[src/rtl/hazard_ctrl_unit_pkg.sv]
// Shared types for hazard_ctrl_unit: RV32 instruction fields, operand-using opcodes,
// forward-select and controller-state encodings.
package hazard_ctrl_unit_pkg;

    typedef struct packed {
        logic [6:0] funct7;
        logic [4:0] rs2;
        logic [4:0] rs1;
        logic [2:0] funct3;
        logic [4:0] rd;
        logic [6:0] opcode;
    } struc_inst;

    localparam logic [6:0] OP_LUI   = 7'b0110111;
    localparam logic [6:0] OP_AUIPC = 7'b0010111;
    localparam logic [6:0] OP_JAL   = 7'b1101111;
    localparam logic [6:0] OP_R     = 7'b0110011;
    localparam logic [6:0] OP_S     = 7'b0100011;
    localparam logic [6:0] OP_B     = 7'b1100011;

    typedef enum logic [1:0] {
        FWD_RF = 2'd0,
        FWD_EM = 2'd1,
        FWD_MW = 2'd2
    } fwd_sel_e;

    typedef enum logic [1:0] {
        RUN      = 2'd0,
        MEM_WAIT = 2'd1,
        FLUSH    = 2'd2
    } hz_state_e;

    function automatic logic uses_rs1(input logic [6:0] opcode);
        return !(opcode == OP_LUI || opcode == OP_AUIPC || opcode == OP_JAL);
    endfunction

    function automatic logic uses_rs2(input logic [6:0] opcode);
        return (opcode == OP_R || opcode == OP_S || opcode == OP_B);
    endfunction

endpackage

[src/rtl/hazard_ctrl_unit_fwd_match.sv]
// Forward select for one source operand. EM beats MW; a load in EM has no result yet,
// and x0 or an unused source never forwards.
module hazard_ctrl_unit_fwd_match
    import hazard_ctrl_unit_pkg::*;
#(
    parameter int REG_AW = 5
) (
    input  logic [REG_AW-1:0] rs_i,
    input  logic              use_i,
    input  logic [REG_AW-1:0] rd_em_i,
    input  logic              wr_em_i,
    input  logic              ld_em_i,
    input  logic [REG_AW-1:0] rd_mw_i,
    input  logic              wr_mw_i,
    output fwd_sel_e          sel_o
);

    logic src_live;

    assign src_live = use_i && (rs_i != '0);

    always_comb begin
        sel_o = FWD_RF;
        if (src_live && wr_em_i && !ld_em_i && (rd_em_i == rs_i)) begin
            sel_o = FWD_EM;
        end else if (src_live && wr_mw_i && (rd_mw_i == rs_i)) begin
            sel_o = FWD_MW;
        end
    end

endmodule

[src/rtl/hazard_ctrl_unit.sv]
// Hazard/forwarding controller for the FD/EM/MW RV32 pipeline: operand forwarding,
// multi-cycle load freeze, load-use bubbles, redirect flushes. Perf counters: HAZARD_PERF_EN.
module hazard_ctrl_unit
    import hazard_ctrl_unit_pkg::*;
#(
    parameter int Width        = 32,
    parameter int REG_AW       = 5,
    parameter int LOAD_LAT     = 1,
    parameter int FLUSH_CYCLES = 1,
    parameter int CNT_W        = 32
) (
    input  logic              clk,
    input  logic              rst,
    input  logic [Width-1:0]  ir_FD,
    input  logic [Width-1:0]  ir_EM,
    input  logic [Width-1:0]  ir_MW,
    input  logic              reg_wrEM,
    input  logic              reg_wrMW,
    input  logic              dmem_rdEM,
    input  logic              br_taken,
    input  logic              is_mret,
    output logic [1:0]        fwd_a,
    output logic [1:0]        fwd_b,
    output logic              stall_FD,
    output logic              stall_EM,
    output logic              bubble_EM,
    output logic              flush_FD,
    output logic [CNT_W-1:0]  stall_cnt,
    output logic [CNT_W-1:0]  flush_cnt,
    output hz_state_e         state_o
);

    localparam int SEQ_MAX = (LOAD_LAT > FLUSH_CYCLES) ? LOAD_LAT : FLUSH_CYCLES;
    localparam int SEQ_W   = (SEQ_MAX > 2) ? $clog2(SEQ_MAX) : 1;
    localparam logic [SEQ_W-1:0] WAIT_INIT  = SEQ_W'((LOAD_LAT > 1) ? LOAD_LAT - 2 : 0);
    localparam logic [SEQ_W-1:0] FLUSH_INIT = SEQ_W'((FLUSH_CYCLES > 1) ? FLUSH_CYCLES - 2 : 0);

    struc_inst         inst_fd, inst_em, inst_mw;
    logic [REG_AW-1:0] rs1_fd, rs2_fd, rd_em, rd_mw;
    logic              rs1_used, rs2_used;
    fwd_sel_e          sel_a, sel_b;
    logic              redirect, load_use;
    logic              unused_fields;

    hz_state_e         state_q, state_d;
    logic [SEQ_W-1:0]  cnt_q, cnt_d;
    logic              stall_fd_c, stall_em_c, bubble_em_c, flush_fd_c;

    assign inst_fd = struc_inst'(ir_FD[31:0]);
    assign inst_em = struc_inst'(ir_EM[31:0]);
    assign inst_mw = struc_inst'(ir_MW[31:0]);
    assign unused_fields = ^{ir_FD, ir_EM, ir_MW};

    assign rs1_fd   = REG_AW'(inst_fd.rs1);
    assign rs2_fd   = REG_AW'(inst_fd.rs2);
    assign rd_em    = REG_AW'(inst_em.rd);
    assign rd_mw    = REG_AW'(inst_mw.rd);
    assign rs1_used = uses_rs1(inst_fd.opcode);
    assign rs2_used = uses_rs2(inst_fd.opcode);

    hazard_ctrl_unit_fwd_match #(.REG_AW(REG_AW)) u_fwd_a (
        .rs_i    (rs1_fd),
        .use_i   (rs1_used),
        .rd_em_i (rd_em),
        .wr_em_i (reg_wrEM),
        .ld_em_i (dmem_rdEM),
        .rd_mw_i (rd_mw),
        .wr_mw_i (reg_wrMW),
        .sel_o   (sel_a)
    );

    hazard_ctrl_unit_fwd_match #(.REG_AW(REG_AW)) u_fwd_b (
        .rs_i    (rs2_fd),
        .use_i   (rs2_used),
        .rd_em_i (rd_em),
        .wr_em_i (reg_wrEM),
        .ld_em_i (dmem_rdEM),
        .rd_mw_i (rd_mw),
        .wr_mw_i (reg_wrMW),
        .sel_o   (sel_b)
    );

    assign redirect = br_taken || is_mret;
    assign load_use = dmem_rdEM && (rd_em != '0) &&
                      ((rs1_used && (rd_em == rs1_fd)) || (rs2_used && (rd_em == rs2_fd)));

    always_ff @(posedge clk) begin
        if (rst) begin
            state_q <= RUN;
            cnt_q   <= '0;
        end else begin
            state_q <= state_d;
            cnt_q   <= cnt_d;
        end
    end

    // The cycle a load enters EM also freezes, so the load spends LOAD_LAT cycles in EM.
    always_comb begin
        state_d     = state_q;
        cnt_d       = cnt_q;
        stall_fd_c  = 1'b0;
        stall_em_c  = 1'b0;
        bubble_em_c = 1'b0;
        flush_fd_c  = 1'b0;
        unique case (state_q)
            RUN: begin
                if (redirect) begin
                    flush_fd_c = 1'b1;
                    if (FLUSH_CYCLES > 1) begin
                        state_d = FLUSH;
                        cnt_d   = FLUSH_INIT;
                    end
                end else if (dmem_rdEM && (LOAD_LAT > 1)) begin
                    stall_fd_c = 1'b1;
                    stall_em_c = 1'b1;
                    state_d    = MEM_WAIT;
                    cnt_d      = WAIT_INIT;
                end else if (load_use) begin
                    stall_fd_c  = 1'b1;
                    bubble_em_c = 1'b1;
                end
            end
            MEM_WAIT: begin
                if (cnt_q == '0) begin
                    state_d = RUN;
                    if (load_use) begin
                        stall_fd_c  = 1'b1;
                        bubble_em_c = 1'b1;
                    end
                end else begin
                    stall_fd_c = 1'b1;
                    stall_em_c = 1'b1;
                    cnt_d      = cnt_q - SEQ_W'(1);
                end
            end
            FLUSH: begin
                flush_fd_c = 1'b1;
                if (redirect) begin
                    cnt_d = FLUSH_INIT;
                end else if (cnt_q == '0) begin
                    state_d = RUN;
                end else begin
                    cnt_d = cnt_q - SEQ_W'(1);
                end
            end
            default: begin
                state_d = RUN;
                cnt_d   = '0;
            end
        endcase
    end

    // Reset silences every output at once, including the combinational forward selects.
    assign fwd_a     = {2{~rst}} & sel_a;
    assign fwd_b     = {2{~rst}} & sel_b;
    assign stall_FD  = stall_fd_c  & ~rst;
    assign stall_EM  = stall_em_c  & ~rst;
    assign bubble_EM = bubble_em_c & ~rst;
    assign flush_FD  = flush_fd_c  & ~rst;
    assign state_o   = state_q;

    a_no_redirect_in_wait: assert property (@(posedge clk) disable iff (rst)
        (state_q == MEM_WAIT) |-> !(br_taken || is_mret));

`ifdef HAZARD_PERF_EN
    logic [CNT_W-1:0] stall_cnt_q, stall_cnt_d, flush_cnt_q, flush_cnt_d;

    always_comb begin
        stall_cnt_d = stall_cnt_q;
        flush_cnt_d = flush_cnt_q;
        if (stall_FD && (stall_cnt_q != '1)) begin
            stall_cnt_d = stall_cnt_q + CNT_W'(1);
        end
        if (flush_FD && (flush_cnt_q != '1)) begin
            flush_cnt_d = flush_cnt_q + CNT_W'(1);
        end
    end

    always_ff @(posedge clk) begin
        if (rst) begin
            stall_cnt_q <= '0;
            flush_cnt_q <= '0;
        end else begin
            stall_cnt_q <= stall_cnt_d;
            flush_cnt_q <= flush_cnt_d;
        end
    end

    assign stall_cnt = stall_cnt_q;
    assign flush_cnt = flush_cnt_q;
`else
    assign stall_cnt = '0;
    assign flush_cnt = '0;
`endif

endmodule
[config.mk]
export PLATFORM = sky130hd
export DESIGN_NAME = hazard_ctrl_unit
export DESIGN_NICKNAME = d
export VERILOG_FILES = /design/src/rtl/hazard_ctrl_unit_pkg.sv /design/src/rtl/hazard_ctrl_unit_fwd_match.sv /design/src/rtl/hazard_ctrl_unit.sv
export SDC_FILE = /design/constraint.sdc
export NUM_CORES = 1
export LEC_CHECK = 0
export ABC_AREA = 1
export CAP_MARGIN = 10
export CORE_MARGIN = 1
export CORE_UTILIZATION = 27
export DETAILED_ROUTE_END_ITERATION = 10
export GPL_TIMING_DRIVEN = 1
export PLACE_DENSITY_LB_ADDON = 0.05
export SLEW_MARGIN = 20
export SYNTH_ARGS = -nofsm -noshare
export SYNTH_HDL_FRONTEND = slang
export SYNTH_HIERARCHICAL = 1
export SYNTH_SLANG_ARGS = --single-unit
[constraint.sdc]
create_clock -name clk -period 1.2 [get_ports clk]
set_input_delay 0.18 -clock clk [delete_from_list [all_inputs] [get_ports clk]]
set_output_delay 0.18 -clock clk [all_outputs]
set_load 0.02 [all_outputs]
==> results of run 1 <==
[layout by cell type (no fill, tap or decap), drive strengths merged]
| cell | netlist | routed |
|---|---|---|
| a21oi | 1 | 1 |
| buf | 68 | 50 |
| clkinv | 0 | 1 |
| conb | 1 | 67 |
| dlygate4sd2 | 0 | 2 |
| dlymetal6s2s | 0 | 1 |
| inv | 52 | 51 |
| nand2 | 86 | 86 |
| nand3 | 8 | 8 |
| nand4 | 5 | 5 |
| nor2 | 41 | 41 |
| nor3 | 1 | 1 |
| xnor2 | 2 | 2 |
[cell families after synthesis]
logic type	after synthesis	synth area share
and+or+nand+nor	141	0.462
buffers and inverters	120	0.519
xor gates and xnor gates	2	0.0129
AOI/OAI and AO/OA	1	0.00368
other	1	0.00276
[critical path, delay by kind of cell]
| kind | cells | cell delay, ns |
|---|---|---|
| and+or+nand+nor | 6 | 0.53 |
| buffers and inverters | 4 | 0.40 |
[routing by layer]
layer  vias up  GRT usage  routed length [um]
li1        734          -                   -
met1       586      0.156                1370
met2        59      0.206                1580
met3         0    0.00829                 211
met4         0          0                   0
met5         -          0                   0
[cell type report]
| type | instances | share of cell area |
|---|---|---|
| multi-input cells | 211 | 0.569 |
| repair buffers | 53 | 0.274 |
| inverters | 52 | 0.113 |
| well taps | 67 | 0.0445 |
[cells in the mapped netlist]
master   instances
a21oi_1          1
buf_4           68
conb_1           1
inv_1           39
inv_2           13
nand2_1         85
nand2_2          1
nand3_1          5
nand3_2          3
nand4_1          3
nand4_4          2
nor2_1          32
nor2_2           8
nor2_4           1
nor3_1           1
xnor2_1          2
[path summary, 6_finish.rpt]
check	start	end	cells after the start
setup / recovery	ir_FD[3]	fwd_b[0]	10
hold / removal	dmem_rdEM	bubble_EM	4
[power breakdown]
group	leakage [nW]	internal, W	switching [W]	total [W]
clock	0	0	0	0
combinational	1.13	0.000233	0.000428	0.000662
sequential	0	0	0	0
total	1.13	0.000233	0.000428	0.000662
[stage by stage]
stage | worst slack [ns] | hold WS [ns] | area, um^2 | instances
floorplan | 0.00602 | 0.440 | 1610 | 331
global placement | -1.11 | 1.48 | 1670 | 381
detailed placement | -1.13 | 1.48 | 1670 | 381
CTS | -0.0961 | 0.738 | 1680 | 381
global route | -0.172 | 0.789 | 1890 | 383
finish | -0.0984 | 0.742 | 1890 | 383
[what timing repair did]
item,in CTS,in global routing
pin swaps,32,41
gates resized for setup,210,68
hold buffers,0,0
buffers inserted,0,2
setup endpoints to repair,7,6
==> out/metrics.yaml, run 1 <==
detailed_routing:
  routed_wl_mm: 3.16
  vias: 1379
  drcViolationCount: 0
  detail_route.iter0.violations: 14
  post_drt_wl_per_cell_um: 8.24
  vias_per_cell: 3.60
  dr.pass1.iters: 2
  ant_nets: 0
setup_path:
  startpoint_type: "primary input"
  path_class: "in -> out"
  cp.required_ns: 1.02
  cp_cell_sequence: "buf_6, nor2_4, nand2_2, nor2_4, nand2_2, buf_6, nor2_2, inv_1, nor2_1, buf_4"
  crit_fanout: 3
  cp_data_arrival_time_ns: 1.12
  slowest_delay_ns: 0.14
  critPathSlowestCell: "buf_4"
  endpoint_kind: "output port"
outcome:
  outcome: "finished, violations left"
  violations: "negative setup slack"
place:
  gp_congestion: 0.780
  hpwl_mm: 2.68
  portBuffers: 40
cells_and_area:
  seqCellArea_um2: 0
  nFillCells: 574
  multi_input_area_um2: 1070
  clock_buffers: 0
  nFlopsAndLatches: 0
  drive_gt1_frac: 0.408
  fin_util: 0.394
  syn2layout_area_growth_pct: 38.6
  final_net_count: 421
  diodes: 0
timing:
  rsz0062_at_grt: "yes"
  fin_ws_ns: -0.0984
  fmax_mhz: 770
  fin_tns_setup_ns: -0.351
  setup_viol: 6
  finalHoldViolCount: 0
  fin_crit_sh: 1.08
  final_max_slew_viol_count: 0
  min_period_ns: 1.30
floorplanning:
  die-area_um2: 5330
  pin_count: 177
  die_w_um: 73.0
  core.rowCount: 25
  start_util: 0.284
  fp.coreArea_um2: 4790
  fp.dieH_um: 73.0
yosys:
  ys_types: 16
  synth_warnings: 6
  seq_area_frac_synth: 0
  synth_top_area_frac: 0.375
  yosys.area.top_type: "buf_4"
  postSynthAreaPerCell_um2: 5.13
  syn-cell-area_um2: 1360
  synth_area_leaders: "buf_4 38%, nand2_1 23%, inv_1 11%, nor2_1 8.8%, nor2_2 3.7%"
  postSynthCellCount: 265
global_routing:
  gr-usage-all-layers: 0.114
  grt_pass1_wl_mm: 4.91
  grt_pass1_vias: 1072
  antenna_found_initial: 0
  grt_max_degree: 9
  gr-total-overflow: 0
power:
  p_leak_nw: 1.13
  vdd_drop_max_uv: 130
  finalPower_w: 0.000662
  powerDensity_nw_per_um2: 351
job:
  drv_cap: 0
worst_hold_path:
  hold_class: "in -> out"
(Power assumes the default switching activity.)
==> run 2, diff against run 1 <==
Settings changed: CORE_ASPECT_RATIO set to 1.75.
==> run 2 against run 1 <==
The flow still finishes with violations (negative setup slack). Maximum frequency is 0.75% lower. Routed wire length increased by 6.7%. Cell count fell by 3.7%. Via count up 0.80%. Die area up 0.21%. Largest cell class unchanged. Highest routed layer unchanged.
==> out/metrics.yaml, run 2 (synthesis results as in run 1) <==
floorplanning:
  start_util: 0.286  # +0.00225
  die_w_um: 55.7  # -24%
  die-area_um2: 5340  # +0.21%
  pin_count: 177  # unchanged
  fp.dieH_um: 95.9  # +31%
  fp.coreArea_um2: 4750  # -0.78%
  core.rowCount: 33  # +32%
detailed_routing:
  detail_route.iter0.violations: 9  # -5
  post_drt_wl_per_cell_um: 9.13  # +11%
  vias_per_cell: 3.77  # +4.6%
  ant_nets: 0  # unchanged
  vias: 1390  # +0.80%
  routed_wl_mm: 3.37  # +6.7%
  drcViolationCount: 0  # unchanged
  dr.pass1.iters: 4  # +2
timing:
  final_max_slew_viol_count: 0  # unchanged
  setup_viol: 6  # unchanged
  fin_crit_sh: 1.09  # +0.00815
  holdWs_ns: 0.757  # +0.0150 ns
  rsz0062_at_grt: "yes"
  fin_ws_ns: -0.108  # -0.00979 ns
  finalHoldViolCount: 0  # unchanged
  fmax_mhz: 764  # -0.75%
  min_period_ns: 1.31  # +0.00979 ns
setup_path:
  endpoint_kind: "output port"
  cp_cell_sequence: "buf_4, buf_6, xnor2_2, nand3_1, nor2_2, nor2_2, nor2_2, buf_6"
  cp_num_buf_inv: 3  # -1
  cp_data_arrival_time_ns: 1.13  # about the same
  critPathSlowestCell: "buf_4"
  cp_top_family: "simple AND/OR/NAND/NOR gates"
  cpMostUsedCell: "nor2_2"
  slowest_delay_ns: 0.14  # about the same
  cp.required_ns: 1.02  # about the same
  path_class: "in -> out"
  startpoint_type: "primary input"
  crit_fanout: 7  # +4
power:
  p_leak_nw: 1.11  # -1.4%
  vdd_drop_max_uv: 156  # +20%
  powerDensity_nw_per_um2: 361  # +2.9%
cells_and_area:
  final_cell_mix: "70 x nand2_1, 67 x conb_1, 36 x inv_1"
  nFlopsAndLatches: 0  # unchanged
  clock_buffers: 0  # unchanged
  final_common_cell: "nand2_1"
  fin_cells: 369  # -3.7%
  syn2layout_area_growth_pct: 30.5
  seqCellArea_um2: 0  # unchanged
  final_net_count: 422  # +0.24%
  multi_input_area_um2: 1030  # -4.1%
  nFillCells: 580  # +1.0%
  diodes: 0  # unchanged
  drive_gt1_frac: 0.366  # -0.0423
global_routing:
  grt_pass1_vias: 1163  # +8.5%
  grt_pass1_wl_mm: 5.18  # +5.5%
  grt_max_degree: 9  # unchanged
  gr-total-overflow: 0  # unchanged
  gr-usage-all-layers: 0.120  # +0.00675
  antenna_found_initial: 0  # unchanged
job:
  drv_cap: 0  # unchanged
outcome:
  violations: "negative setup slack"
  outcome: "finished, violations left"
place:
  dp.cells: 366  # -3.9%
  portBuffers: 40  # unchanged
  gp_congestion: 0.823  # +5.5%
  hpwl_mm: 2.98  # +11%
worst_hold_path:
  hold_class: "in -> out"
[run 2: changes by cell type in the layout (fill, tap and decap cells not counted), moves of 2 or more]
cell and delta:
nand3_2 -2, nand2_2 -10, nor2_1 -2, dlygate4sd2_1 -2, nand3_1 +2, buf_8 -3, nand2_4 -3, nand2_1 +13
buf_2 +4, inv_1 +3, clkbuf_2 +2, nor2_2 +2
[run 2: cell type report]
cell class,instances,area share
Tap cell,52,0.0366
Multi-Input combinational cell,211,0.579
Timing Repair Buffer,54,0.270
Inverter,52,0.114
[run 2: what timing repair did]
| action | 4_1_cts | 5_1_grt |
|---|---|---|
| pin swaps | 38 | 33 |
| hold buffers | 0 | 0 |
| setup endpoints to repair | 7 | 7 |
| gates resized for setup | 193 | 51 |
| buffers inserted | 0 | 3 |
[run 2: metal layers]
layer	track usage	vias up	routed length, um
li1	-	733	-
met2	0.265	73	1950
met3	0.00269	0	194
met4	0	0	0
met1	0.131	584	1220
met5	0	-	0
[run 2: path summary, 6_finish.rpt]
check	from	endpoint	slack, ns	cells after the start
hold / removal	dmem_rdEM	stall_FD	0.76	4
setup / recovery	ir_EM[10]	bubble_EM	-0.11	8
[run 2: stage by stage]
step                setup slack, ns  setup TNS (ns)  power [W]  area (um^2)   util
floorplan                   0.00602               0   0.000526         1610      -
global placement              -1.10           -6.77   0.000588         1650  0.347
detailed placement            -1.09           -6.74   0.000589         1650  0.347
CTS                          -0.150          -0.802   0.000592         1640  0.344
global route                 -0.234           -1.06   0.000704         1780  0.374
finish                       -0.108          -0.506   0.000641         1780  0.374
[run 2: power by group]
group / switching (W) / internal [W]
clock network: 0 / 0
logic: 0.000424 / 0.000218
registers: 0 / 0
total: 0.000424 / 0.000218
==> run 3, diff against run 2 <==
Settings changed: CORE_MARGIN 1 to not set.
==> results of run 3 <==
Final layout, timing and power as in run 2 (identical DEF).
